File: src/rtl/alu_seq.sv
// Registered ALU with an NZCV flag register and shift/rotate ops. MUL runs as a
// W-step shift-add sequence behind a start/busy/done handshake.
module alu_seq #(
  parameter  int W   = 32,
  localparam int SHW = $clog2(W)
) (
  input  logic         clk,
  input  logic         reset,
  input  logic         start,
  input  logic [3:0]   op,
  input  logic [W-1:0] a,
  input  logic [W-1:0] b,
  input  logic         set_flags,
  output logic         busy,
  output logic         done,
  output logic [W-1:0] result,
  output logic         flag_n,
  output logic         flag_z,
  output logic         flag_c,
  output logic         flag_v
);

  localparam int CW = $clog2(W + 1);

  localparam logic [3:0] OP_ADD = 4'b0000;
  localparam logic [3:0] OP_SUB = 4'b0001;
  localparam logic [3:0] OP_RSB = 4'b0010;
  localparam logic [3:0] OP_BIC = 4'b0011;
  localparam logic [3:0] OP_AND = 4'b0100;
  localparam logic [3:0] OP_ORR = 4'b0101;
  localparam logic [3:0] OP_EOR = 4'b0110;
  localparam logic [3:0] OP_EON = 4'b0111;
  localparam logic [3:0] OP_LSL = 4'b1000;
  localparam logic [3:0] OP_LSR = 4'b1001;
  localparam logic [3:0] OP_ASR = 4'b1010;
  localparam logic [3:0] OP_ROR = 4'b1011;
  localparam logic [3:0] OP_MUL = 4'b1100;
  localparam logic [3:0] OP_MOV = 4'b1101;
  localparam logic [3:0] OP_MVN = 4'b1110;
  localparam logic [3:0] OP_RSV = 4'b1111;

  typedef enum logic [0:0] {
    S_IDLE = 1'b0,
    S_MUL  = 1'b1
  } state_t;

  state_t         state_r, state_nxt_s;
  logic [W-1:0]   mcand_r, mplier_r, acc_r, acc_nxt_s;
  logic [CW-1:0]  cnt_r;
  logic           mul_sf_r;
  logic           mul_last_s;
  logic           busy_r, done_r;
  logic [W-1:0]   result_r;
  logic           n_r, z_r, c_r, v_r;

  logic [W-1:0]   add_x_s, add_y_s;
  logic           add_cin_s;
  logic [W:0]     sum_s;
  logic           arith_v_s;
  logic [SHW-1:0] amt_s;
  logic           amt_nz_s;
  logic [W:0]     lsl_ext_s, lsr_ext_s, asr_ext_s;
  logic [W-1:0]   ror_s;
  logic [W-1:0]   res_s;
  logic           upd_nz_s, upd_c_s, upd_v_s, c_s, v_s;

  assign mul_last_s = (state_r == S_MUL) && (cnt_r == CW'(W - 1));
  assign acc_nxt_s  = mplier_r[0] ? (acc_r + mcand_r) : acc_r;

  // Shifter: the extra bit in each extended vector captures the last bit shifted out.
  assign amt_s     = b[SHW-1:0];
  assign amt_nz_s  = |amt_s;
  assign lsl_ext_s = {1'b0, a} << amt_s;
  assign lsr_ext_s = {a, 1'b0} >> amt_s;
  assign asr_ext_s = $signed({a, 1'b0}) >>> amt_s;
  assign ror_s     = W'({a, a} >> amt_s);

  // SUB and RSB reuse the adder as x + ~y + 1, so carry out means "no borrow".
  always_comb begin
    add_x_s   = a;
    add_y_s   = b;
    add_cin_s = 1'b0;
    case (op)
      OP_SUB: begin
        add_y_s   = ~b;
        add_cin_s = 1'b1;
      end
      OP_RSB: begin
        add_x_s   = b;
        add_y_s   = ~a;
        add_cin_s = 1'b1;
      end
      default: begin
        add_x_s   = a;
        add_y_s   = b;
        add_cin_s = 1'b0;
      end
    endcase
    sum_s     = {1'b0, add_x_s} + {1'b0, add_y_s} + {{W{1'b0}}, add_cin_s};
    arith_v_s = (add_x_s[W-1] == add_y_s[W-1]) && (sum_s[W-1] != add_x_s[W-1]);
  end

  // Single-cycle result and per-op flag update enables.
  always_comb begin
    res_s    = '0;
    upd_nz_s = 1'b1;
    upd_c_s  = 1'b0;
    upd_v_s  = 1'b0;
    c_s      = 1'b0;
    v_s      = 1'b0;
    case (op)
      OP_ADD, OP_SUB, OP_RSB: begin
        res_s   = sum_s[W-1:0];
        upd_c_s = 1'b1;
        upd_v_s = 1'b1;
        c_s     = sum_s[W];
        v_s     = arith_v_s;
      end
      OP_BIC: res_s = a & ~b;
      OP_AND: res_s = a & b;
      OP_ORR: res_s = a | b;
      OP_EOR: res_s = a ^ b;
      OP_EON: res_s = ~(a ^ b);
      OP_LSL: begin
        res_s   = lsl_ext_s[W-1:0];
        upd_c_s = amt_nz_s;
        c_s     = lsl_ext_s[W];
      end
      OP_LSR: begin
        res_s   = lsr_ext_s[W:1];
        upd_c_s = amt_nz_s;
        c_s     = lsr_ext_s[0];
      end
      OP_ASR: begin
        res_s   = asr_ext_s[W:1];
        upd_c_s = amt_nz_s;
        c_s     = asr_ext_s[0];
      end
      OP_ROR: begin
        res_s   = ror_s;
        upd_c_s = amt_nz_s;
        c_s     = ror_s[W-1];
      end
      OP_MUL: upd_nz_s = 1'b0;
      OP_MOV: res_s = b;
      OP_MVN: res_s = ~b;
      OP_RSV: upd_nz_s = 1'b0;
      default: begin
        res_s    = '0;
        upd_nz_s = 1'b0;
      end
    endcase
  end

  // Next-state logic.
  always_comb begin
    state_nxt_s = state_r;
    case (state_r)
      S_IDLE: begin
        if (start && (op == OP_MUL)) state_nxt_s = S_MUL;
        else                         state_nxt_s = S_IDLE;
      end
      S_MUL: begin
        if (mul_last_s) state_nxt_s = S_IDLE;
        else            state_nxt_s = S_MUL;
      end
      default: state_nxt_s = S_IDLE;
    endcase
  end

  // State register.
  always_ff @(posedge clk) begin
    if (reset) state_r <= S_IDLE;
    else       state_r <= state_nxt_s;
  end

  // Datapath: result/flag registers, handshake and multiplier iteration.
  always_ff @(posedge clk) begin
    if (reset) begin
      busy_r   <= 1'b0;
      done_r   <= 1'b0;
      result_r <= '0;
      {n_r, z_r, c_r, v_r} <= 4'b0000;
      mcand_r  <= '0;
      mplier_r <= '0;
      acc_r    <= '0;
      cnt_r    <= '0;
      mul_sf_r <= 1'b0;
    end else begin
      done_r <= 1'b0;
      if (state_r == S_IDLE) begin
        if (start && (op == OP_MUL)) begin
          mcand_r  <= a;
          mplier_r <= b;
          acc_r    <= '0;
          cnt_r    <= '0;
          mul_sf_r <= set_flags;
          busy_r   <= 1'b1;
        end else if (start) begin
          result_r <= res_s;
          done_r   <= 1'b1;
          if (set_flags && upd_nz_s) begin
            n_r <= res_s[W-1];
            z_r <= (res_s == '0);
          end
          if (set_flags && upd_c_s) c_r <= c_s;
          if (set_flags && upd_v_s) v_r <= v_s;
        end
      end else begin
        acc_r    <= acc_nxt_s;
        mcand_r  <= {mcand_r[W-2:0], 1'b0};
        mplier_r <= {1'b0, mplier_r[W-1:1]};
        cnt_r    <= cnt_r + CW'(1);
        if (mul_last_s) begin
          result_r <= acc_nxt_s;
          done_r   <= 1'b1;
          busy_r   <= 1'b0;
          if (mul_sf_r) begin
            n_r <= acc_nxt_s[W-1];
            z_r <= (acc_nxt_s == '0);
          end
        end
      end
    end
  end

  assign busy   = busy_r;
  assign done   = done_r;
  assign result = result_r;
  assign flag_n = n_r;
  assign flag_z = z_r;
  assign flag_c = c_r;
  assign flag_v = v_r;

endmodule

File: config.mk
export PLATFORM = sky130hd
export DESIGN_NAME = alu_seq
export DESIGN_NICKNAME = d
export VERILOG_FILES = /design/src/rtl/alu_seq.sv
export SDC_FILE = /design/constraint.sdc
export NUM_CORES = 1
export LEC_CHECK = 0
export ABC_AREA = 1
export ABC_CLOCK_PERIOD_IN_PS = 13380
export BUFFER_PORTS_ARGS = -buffer_cell sky130_fd_sc_hd__buf_2
export CAP_MARGIN = 20
export CORE_MARGIN = 5
export CORE_UTILIZATION = 25
export CTS_CLUSTER_SIZE = 40
export DETAILED_ROUTE_END_ITERATION = 7
export PLACE_DENSITY = 0.47
export SLEW_MARGIN = 20
export SYNTH_ARGS = -nofsm -noshare
export SYNTH_HDL_FRONTEND = slang
export SYNTH_SLANG_ARGS = --single-unit
File: constraint.sdc
create_clock -name clk -period 13.38 [get_ports clk]
set_input_delay 2.007 -clock clk [delete_from_list [all_inputs] [get_ports clk]]
set_output_delay 2.007 -clock clk [all_outputs]
set_load 0.02 [all_outputs]
==> impl_metrics.env <==
export IMPL_post_dp_hpwl_mm=81.7
export IMPL_syn_inst=3638
export IMPL_clk_pin_slew_ns=0.07
export IMPL_startpoint_type="primary input"
export IMPL_hold_viol=0
export IMPL_wire_per_inst_um=22.9
export IMPL_hp_start="cnt_r[5]$_SDFFE_PP0N_"
export IMPL_power_leakage_nw=10.1
export IMPL_whs_path_depth=2
export IMPL_gp_congestion=1.02
export IMPL_slew_headroom_pct=32.5
export IMPL_clock_path_buffers=2
export IMPL_fin_area_um2=21000
export IMPL_ctsHoldBuffers=0
export IMPL_cts_sinks=142
export IMPL_nNetsFinal=3803
export IMPL_port_buffers=109
export IMPL_die_area_um2=81700
export IMPL_grt_antenna_before_repair=4
export IMPL_syn_area_per_cell_um2=5.23
export IMPL_peakVddDrop_uv=86.3
export IMPL_crit_type="primary input to flop"
export IMPL_synth_ff_type="dfxtp_1"
export IMPL_dieWidth_um=286
export IMPL_cts_resized=0
export IMPL_netlist_area_um2=19000
export IMPL_postPlaceCellArea_um2=20400
export IMPL_required_ns=13.80
export IMPL_finalClockSkew_ns=0.0131
export IMPL_rrSetupSlack_ns=9.97
export IMPL_fin_crit_ns=6.37
export IMPL_async_flop_share_pct=0
export IMPL_synth_edf_count=0
export IMPL_hold_class="flop to flop"
export IMPL_grt_pass1_wl_mm=154
export IMPL_rsz0062_at_grt="false"
export IMPL_cpMostUsedCell="nand2_1"
export IMPL_yosysSeqAreaShare_pct=14.9
export IMPL_timing_rr_end="flag_z$_SDFFE_PP0P_"
export IMPL_grt_usage_pct=25.0
export IMPL_drive_gt1_share_pct=6.26
export IMPL_powerDensity_nw_per_um2=77.0
export IMPL_cp_data_arrival_time_ns=6.79
export IMPL_drtPass1Iterations=6
export IMPL_cp_slowest_cell="nand2_1"
export IMPL_reg2reg_depth=17
export IMPL_rows=101
export IMPL_setup_tns_ns=0
export IMPL_regArea_um2=2840
export IMPL_syn_to_final_growth_pct=10.5
export IMPL_grt_pass1_vias=22584
export IMPL_ys_types=41
export IMPL_clk_latency_ns=0.48
export IMPL_ys_warn_count=0
export IMPL_holdPathEnd="cnt_r[5]$_SDFFE_PP0N_"
export IMPL_timing_final_crit_share_pct=47.6
export IMPL_syn_nets=3810
export IMPL_clock_fmax_mhz=157
export IMPL_multiInputGateArea_um2=14000
export IMPL_vias_per_cell=5.33
export IMPL_cts_buffers=17
export IMPL_vias=24625
export IMPL_die_h_um=286
export IMPL_setup_viol=0
export IMPL_post_cts_setup_buffers=0
export IMPL_antenna_left=0
export IMPL_drc=0
export IMPL_io_pins=110
export IMPL_diodes=0
export IMPL_wirelength_mm=106
export IMPL_crit_start="op[2]"
export IMPL_worstPathMaxFanout=65
export IMPL_reg2reg_from="mplier_r[0]$_SDFFE_PP0N_"
export IMPL_overflow=0
export IMPL_slowest_delay_ns=0.56
export IMPL_cts_tree="built"
export IMPL_grt_max_degree=75
export IMPL_drt_iter0_drc=3062
export IMPL_cts_root_buf="clkbuf_16"
export IMPL_ys_seq_elements=142
export IMPL_initial_utilization_pct=25.1
export IMPL_n_fill_cell=8795
export IMPL_report_final_slew_viol_count=0
export IMPL_outcome="finished clean"
export IMPL_htreeDepth=4
export IMPL_tightest_slew_ns=1.01
export IMPL_drv_cap=0
export IMPL_cp_end_kind="flop"
export IMPL_core_um2=75700
==> power breakdown <==
part | switching, mW | leakage [nW] | internal (mW)
combinational | 0.484 | 8.67 | 0.171
sequential | 0.0116 | 1.15 | 0.436
clock | 0.219 | 0.288 | 0.297
==> cell usage after synthesis (all sizes together) (54+ instances only) <==
cell type	n	area [um2]
a21oi	141	706
dfxtp	142	2840
nor2	300	1150
nand2	1328	4990
ha	97	1210
o211ai	56	420
clkbuf	101	380
buf	73	335
inv	387	1450
o21ai	229	1150
a31oi	54	338
nand3	531	2660
==> registers in the layout, indices dropped and copies added, names as in the netlist, 6 cells and up <==
register  cells
acc_r        32
mcand_r      32
mplier_r     32
result       32
cnt_r         6
==> how the worst max path moves through the flow <==
stage                     slack [ns]             endpoint  cells past startpoint
after floorplan                 7.80  flag_z$_SDFFE_PP0P_                     29
after global placement          6.68  flag_z$_SDFFE_PP0P_                     28
after detailed placement        6.66  flag_z$_SDFFE_PP0P_                     28
after CTS                       7.16  flag_z$_SDFFE_PP0P_                     28
after global routing            6.75  flag_z$_SDFFE_PP0P_                     28
final                           7.01  flag_z$_SDFFE_PP0P_                     28
==> metrics by stage <==
step	util, %	cells	power [mW]	hold slack [ns]	setup slack [ns]
floorplan	-	3638	0.844	0.439	7.80
global placement	27.0	4590	1.10	0.458	6.68
detailed placement	27.0	4590	1.09	0.462	6.66
CTS	27.8	4621	1.61	0.476	7.16
global route	27.8	4621	1.70	0.496	6.75
finish	27.8	4621	1.62	0.475	7.01
==> cell type report <==
cell class                 instances  share of cell area, %
clock inverter                    13                  0.851
tap                              978                   5.82
inverter                         391                   6.99
sequential                       142                   13.5
timing repair buffer             148                   3.99
multi-input combinational       2931                   66.8
clock buffer                      18                   2.04
==> layout by cell type (no fill, tap or decap), types with 17 or more instances in the layout <==
master / instances
nor2_1: 288
a31oi_1: 54
o21ai_0: 216
a21oi_1: 141
buf_4: 39
buf_2: 109
nand2_1: 1325
nand4_1: 40
ha_1: 97
nand3_1: 531
clkbuf_16: 17
or2_2: 22
o211ai_1: 56
dfxtp_1: 141
inv_1: 376
o221ai_1: 26
nor3_1: 26
==> metal layers <==
metal	vias up	track usage [%]	part of all wire (%)
li1	11927	-	-
met1	11320	35.1	45
met2	1180	37.2	41
met3	194	5.06	9.0
met4	4	10.7	4.7
met5	-	0	0.025
==> critical path: cells and delay by family <==
family                     cells  cell delay (ns)
buffers and inverters          4             0.79
adders and majority gates      2             0.71
AOI/OAI and AO/OA              2             0.32
and+or+nand+nor               20             2.89
==> logic make-up after synthesis <==
| family | after synthesis | synth area share (%) |
|---|---|---|
| XOR/XNOR | 13 | 0.598 |
| AO/OA/AOI/OAI | 550 | 16.6 |
| buffers and inverters | 565 | 11.5 |
| flip-flops | 142 | 14.9 |
| AND/OR/NAND/NOR | 2268 | 49.7 |
| adder cells (fa/ha/maj) | 100 | 6.69 |
Note: power is estimated with default switching activity, not from simulation.
